--- src/rtl/store_buffer_unit.sv ---
// MIPS-style SB/SH/SW store buffer: address/lane generation feeding a DEPTH-entry FIFO toward data memory.
// Optional MISALIGN_TRAP_EN: misaligned stores are dropped and flagged instead of being pushed.
module store_buffer_unit #(
    parameter int ADDR_W = 32,
    parameter int DEPTH  = 4,
    parameter int CNT_W  = $clog2(DEPTH) + 1
) (
    input  logic              clk,
    input  logic              reset,
    input  logic              in_valid,
    output logic              in_ready,
    input  logic [31:0]       instruction,
    input  logic [31:0]       read_data1,
    input  logic [31:0]       read_data2,
    output logic              mem_valid,
    input  logic              mem_ready,
    output logic [ADDR_W-1:0] mem_addr,
    output logic [31:0]       mem_wdata,
    output logic [3:0]        mem_be,
    output logic              misalign,
    output logic [ADDR_W-1:0] misalign_addr,
    output logic [CNT_W-1:0]  count,
    output logic              empty
);

    localparam int PTR_W = $clog2(DEPTH);
    localparam logic [5:0] OP_SB = 6'h28;
    localparam logic [5:0] OP_SH = 6'h29;
    localparam logic [5:0] OP_SW = 6'h2B;

    logic [ADDR_W-1:0] addr_q  [DEPTH];
    logic [31:0]       wdata_q [DEPTH];
    logic [3:0]        be_q    [DEPTH];

    logic [PTR_W-1:0]  rd_ptr, wr_ptr;
    logic [CNT_W-1:0]  count_next;

    logic [5:0]        opcode;
    logic [15:0]       imm16;
    logic [31:0]       ea;
    logic [ADDR_W-1:0] ea_a;
    logic [ADDR_W-1:0] push_addr;
    logic [31:0]       push_wdata;
    logic [3:0]        push_be;
    logic              is_store;
    logic              accept, push, pop;
    logic              unused_bits;

    assign opcode    = instruction[31:26];
    assign imm16     = instruction[15:0];
    assign ea        = read_data1 + {{16{imm16[15]}}, imm16};
    assign ea_a      = ea[ADDR_W-1:0];
    assign push_addr = {ea_a[ADDR_W-1:2], 2'b00};
    assign unused_bits = ^{instruction[25:16], ea};

    assign in_ready  = reset && (count != CNT_W'(DEPTH));
    assign accept    = in_valid && in_ready;
    assign mem_valid = !empty;
    assign pop       = mem_valid && mem_ready;

    always_comb begin
        is_store   = 1'b0;
        push_be    = '0;
        push_wdata = '0;
        case (opcode)
            OP_SB: begin
                is_store   = 1'b1;
                push_be    = 4'b0001 << ea[1:0];
                push_wdata = {4{read_data2[7:0]}};
            end
            OP_SH: begin
                is_store   = 1'b1;
                push_be    = ea[1] ? 4'b1100 : 4'b0011;
                push_wdata = {2{read_data2[15:0]}};
            end
            OP_SW: begin
                is_store   = 1'b1;
                push_be    = 4'b1111;
                push_wdata = read_data2;
            end
            default: ;
        endcase
    end

`ifdef MISALIGN_TRAP_EN
    logic misaligned;
    logic trap;

    assign misaligned = ((opcode == OP_SH) && ea[0]) ||
                        ((opcode == OP_SW) && (ea[1:0] != 2'b00));
    assign trap       = accept && is_store && misaligned;
    assign push       = accept && is_store && !misaligned;

    always_ff @(posedge clk or negedge reset) begin
        if (!reset) begin
            misalign      <= 1'b0;
            misalign_addr <= '0;
        end else begin
            misalign <= trap;
            if (trap)
                misalign_addr <= ea_a;
        end
    end
`else
    assign push          = accept && is_store;
    assign misalign      = 1'b0;
    assign misalign_addr = '0;
`endif

    always_comb begin
        count_next = count;
        case ({push, pop})
            2'b10:   count_next = count + CNT_W'(1);
            2'b01:   count_next = count - CNT_W'(1);
            default: count_next = count;
        endcase
    end

    always_ff @(posedge clk or negedge reset) begin
        if (!reset) begin
            rd_ptr <= '0;
            wr_ptr <= '0;
            count  <= '0;
            empty  <= 1'b1;
        end else begin
            if (push)
                wr_ptr <= wr_ptr + PTR_W'(1);
            if (pop)
                rd_ptr <= rd_ptr + PTR_W'(1);
            count <= count_next;
            empty <= (count_next == '0);
        end
    end

    // Payload storage carries no reset; validity is tracked solely by count/empty.
    always_ff @(posedge clk) begin
        if (push) begin
            addr_q[wr_ptr]  <= push_addr;
            wdata_q[wr_ptr] <= push_wdata;
            be_q[wr_ptr]    <= push_be;
        end
    end

    assign mem_addr  = empty ? '0 : addr_q[rd_ptr];
    assign mem_wdata = empty ? '0 : wdata_q[rd_ptr];
    assign mem_be    = empty ? '0 : be_q[rd_ptr];

endmodule
--- config.mk ---
export PLATFORM = sky130hd
export DESIGN_NAME = store_buffer_unit
export DESIGN_NICKNAME = d
export VERILOG_FILES = /design/src/rtl/store_buffer_unit.sv
export SDC_FILE = /design/constraint.sdc
export NUM_CORES = 1
export LEC_CHECK = 0
export ABC_CLOCK_PERIOD_IN_PS = 5530
export BUFFER_PORTS_ARGS = -buffer_cell sky130_fd_sc_hd__buf_2
export CORE_AREA = 2 2 157 159
export CTS_CLUSTER_SIZE = 12
export DETAILED_ROUTE_END_ITERATION = 8
export DIE_AREA = 0 0 159 161
export GPL_ROUTABILITY_DRIVEN = 0
export PLACE_DENSITY = 0.81
export RECOVER_POWER = 50
export SYNTH_ARGS = -nofsm -noshare
export SYNTH_HDL_FRONTEND = slang
export SYNTH_SLANG_ARGS = --single-unit
--- constraint.sdc ---
create_clock -name clk -period 5.53 [get_ports clk]
set_clock_uncertainty 0.15 [all_clocks]
set_input_delay 0.2765 -clock clk [delete_from_list [all_inputs] [get_ports clk]]
set_output_delay 0.2765 -clock clk [all_outputs]
set_load 0.01 [all_outputs]
==> impl_metrics.ini <==
[route]
via_per_inst = 5.71
drc = 0
wl_per_cell_um = 20.0
num_vias = 7673
dr.first_iter.drc_count = 625
first_pass_iters = 7
routed_wl_mm = 26.9
antenna_left = 0

[pwr]
p_leak_uw = 0.00542
cellPowerDensity_nw_per_um2 = 404
peakVddDrop_v = 0.000187
p_total_uw = 5920

[layout]
drive_gt1_share_pct = 25.6
multi_input_area_um2 = 4380
mostFrequentLayoutCell = edfxtp_1
n_fill_cell = 1817
n_antenna_cell = 0
final_cell_mix = edfxtp_1 (264), buf_2 (153), and2_1 (67)
seqCellArea_um2 = 8130
fin_nets = 1144
synthToLayoutAreaGrowth_pct = 13.5

[logic_synthesis]
yosys_warnings = 0
synth-seq-cells = 272
async_reset_ff_share_pct = 2.94
ys_seq_area_share_pct = 62.9
avgSynthCellArea_um2 = 15.3
synthFlopType = edfxtp_1
synth.distinct_cells = 65
synth-edff-count = 264
syn-cell-area_um2 = 12900
synthCells = 845

[global_route]
grt_max_degree = 56
grt_usage_pct = 20.7
grt_pass1_wl_mm = 41.7
gr-total-overflow = 0
first_global_vias = 7616
antenna_found_initial = 0

[sta]
setup_violations = 0
slew_headroom_pct = -38.3
worst_slack_ns = 1.56
final_max_slew_viol_count = 93
clock.fmax_mhz = 252
grt_setup_unrepaired = no
tns_ns = 0
hold_viol_final = 0
tightest_slew_ns = 2.07
finalCritPeriodShare_pct = 71.8
period_needed_ns = 3.97

[critical_path]
crit_required_ns = 5.10
crit_type = reg -> out
startpoint_type = flop
critPathArrivalTime_ns = 3.55
crit_fanout = 41
cp-end-kind = output port

[floorplanning]
die-area_um2 = 25600
start_util_pct = 53.9
core_area_um2 = 24000
rows = 57
ios = 207
die_height_um = 161
die_x_um = 159

[status]
violations = capacitance limit, slew limit
outcome = complete, but fails checks

[place]
numPortBuffers = 161
place_worst_setup_slack_ns = 2.02
dp_hpwl_mm = 17.3

[clocking]
clkTransAtPathRegs_ns = 0.06
cts_resized = 0
clk_latency_ns = 0.51
post-cts-setup-buffers = 0
clockBufferDepth = 3
htreeDepth = 1
cts_tree = yes
cts-root-buf = clkbuf_16
cts_sinks = 272
cts_hold_repair.buffers = 2
cts_buffers = 27

[hold_path]
worstHoldPathType = in -> reg

[flow_run]
drv_cap = 2
[sequential cells by signal (all words and copies together), names as in the netlist]
signal	count
count	3
be_q	16
wr_ptr	2
addr_q	120
wdata_q	128
empty	1
rd_ptr	2
[worst max-delay path, stage by stage, from the launching register on]
cell and delay (ns):
dfrtp_1 1.69, buf_4 0.59, mux4_2 0.38, and2_1 0.20
buf_2 0.15
[layout make-up]
type                            instances  share of cell area [%]
Tap cell                              324                    2.76
Sequential cell                       272                    55.5
Multi-Input combinational cell        521                    29.9
Inverter                               13                   0.333
Clock buffer                           39                    5.05
Clock inverter                          3                   0.256
Timing Repair Buffer                  171                    6.29
[cell usage after synthesis (all sizes together), types with 5 or more instances]
master  number  share of area [%]
nand3        5               0.19
ha          36                3.5
xor2        13               0.88
mux4        66                 11
a21o        26                1.5
o21ai       12               0.46
nand2       45                1.3
and2        80                3.9
buf         50                2.6
inv         12               0.35
clkbuf      23               0.75
nor2        43                1.2
xnor2       23                1.6
nor2b       11               0.53
nor3         7               0.27
and3         6               0.29
a21oi       58                2.2
edfxtp     264                 61
dfrtp        7                1.4
o21bai       6               0.35
[routing by layer]
layer / GRT usage [%] / up-vias / wire (µm)
met1: 28.1 / 3798 / 11100
met3: 4.03 / 45 / 2050
met4: 5.83 / 0 / 539
met2: 34.7 / 348 / 13200
met5: 0 / - / 0
li1: - / 3482 / -
[path summary, 6_finish.rpt]
path | startpoint | end | slack (ns) | cells past startpoint
worst max register to register | count[0] | addr_q[1][6] | 2.45 | 5
worst max-delay path | rd_ptr[1] | mem_addr[15] | 1.56 | 4
worst min-delay path | mem_ready | rd_ptr[0] | 0.04 | 3
min in group asynchronous | reset | empty | 0.17 | 2
max in group asynchronous | reset | rd_ptr[0] | 4.24 | 3
worst min register to register | count[2] | count[2] | 0.38 | 1
[cells by family (layout without fill, tap and decap cells)]
| group | after synthesis | in the layout | share of synthesized area, % |
|---|---|---|---|
| adders and majority gates | 38 | 38 | 3.79 |
| muxes | 67 | 67 | 11.6 |
| other | 1 | 35 | 0.0290 |
| xor gates and xnor gates | 36 | 36 | 2.44 |
| and+or+nand+nor | 211 | 211 | 8.53 |
| AOI/OAI and AO/OA | 134 | 134 | 6.99 |
| buffers and inverters | 86 | 226 | 3.76 |
| DFF | 272 | 272 | 62.9 |
[stage by stage]
stage	utilization, %	hold WS [ns]	cells	area, µm²
after global placement	58.2	-0.0210	1299	13900
after detailed placement	58.2	-0.00964	1299	13900
final	61.2	0.0360	1343	14700
after global routing	61.2	0.0581	1343	14700
after floorplan	-	-0.169	879	13100
after CTS	61.5	0.0227	1343	14700
[power by group]
| part | switching [µW] | internal [µW] |
|---|---|---|
| sequential | 196 | 2340 |
| clock | 675 | 960 |
| combinational | 842 | 914 |
| total | 1710 | 4210 |
Note: power is estimated with default switching activity, not from simulation.
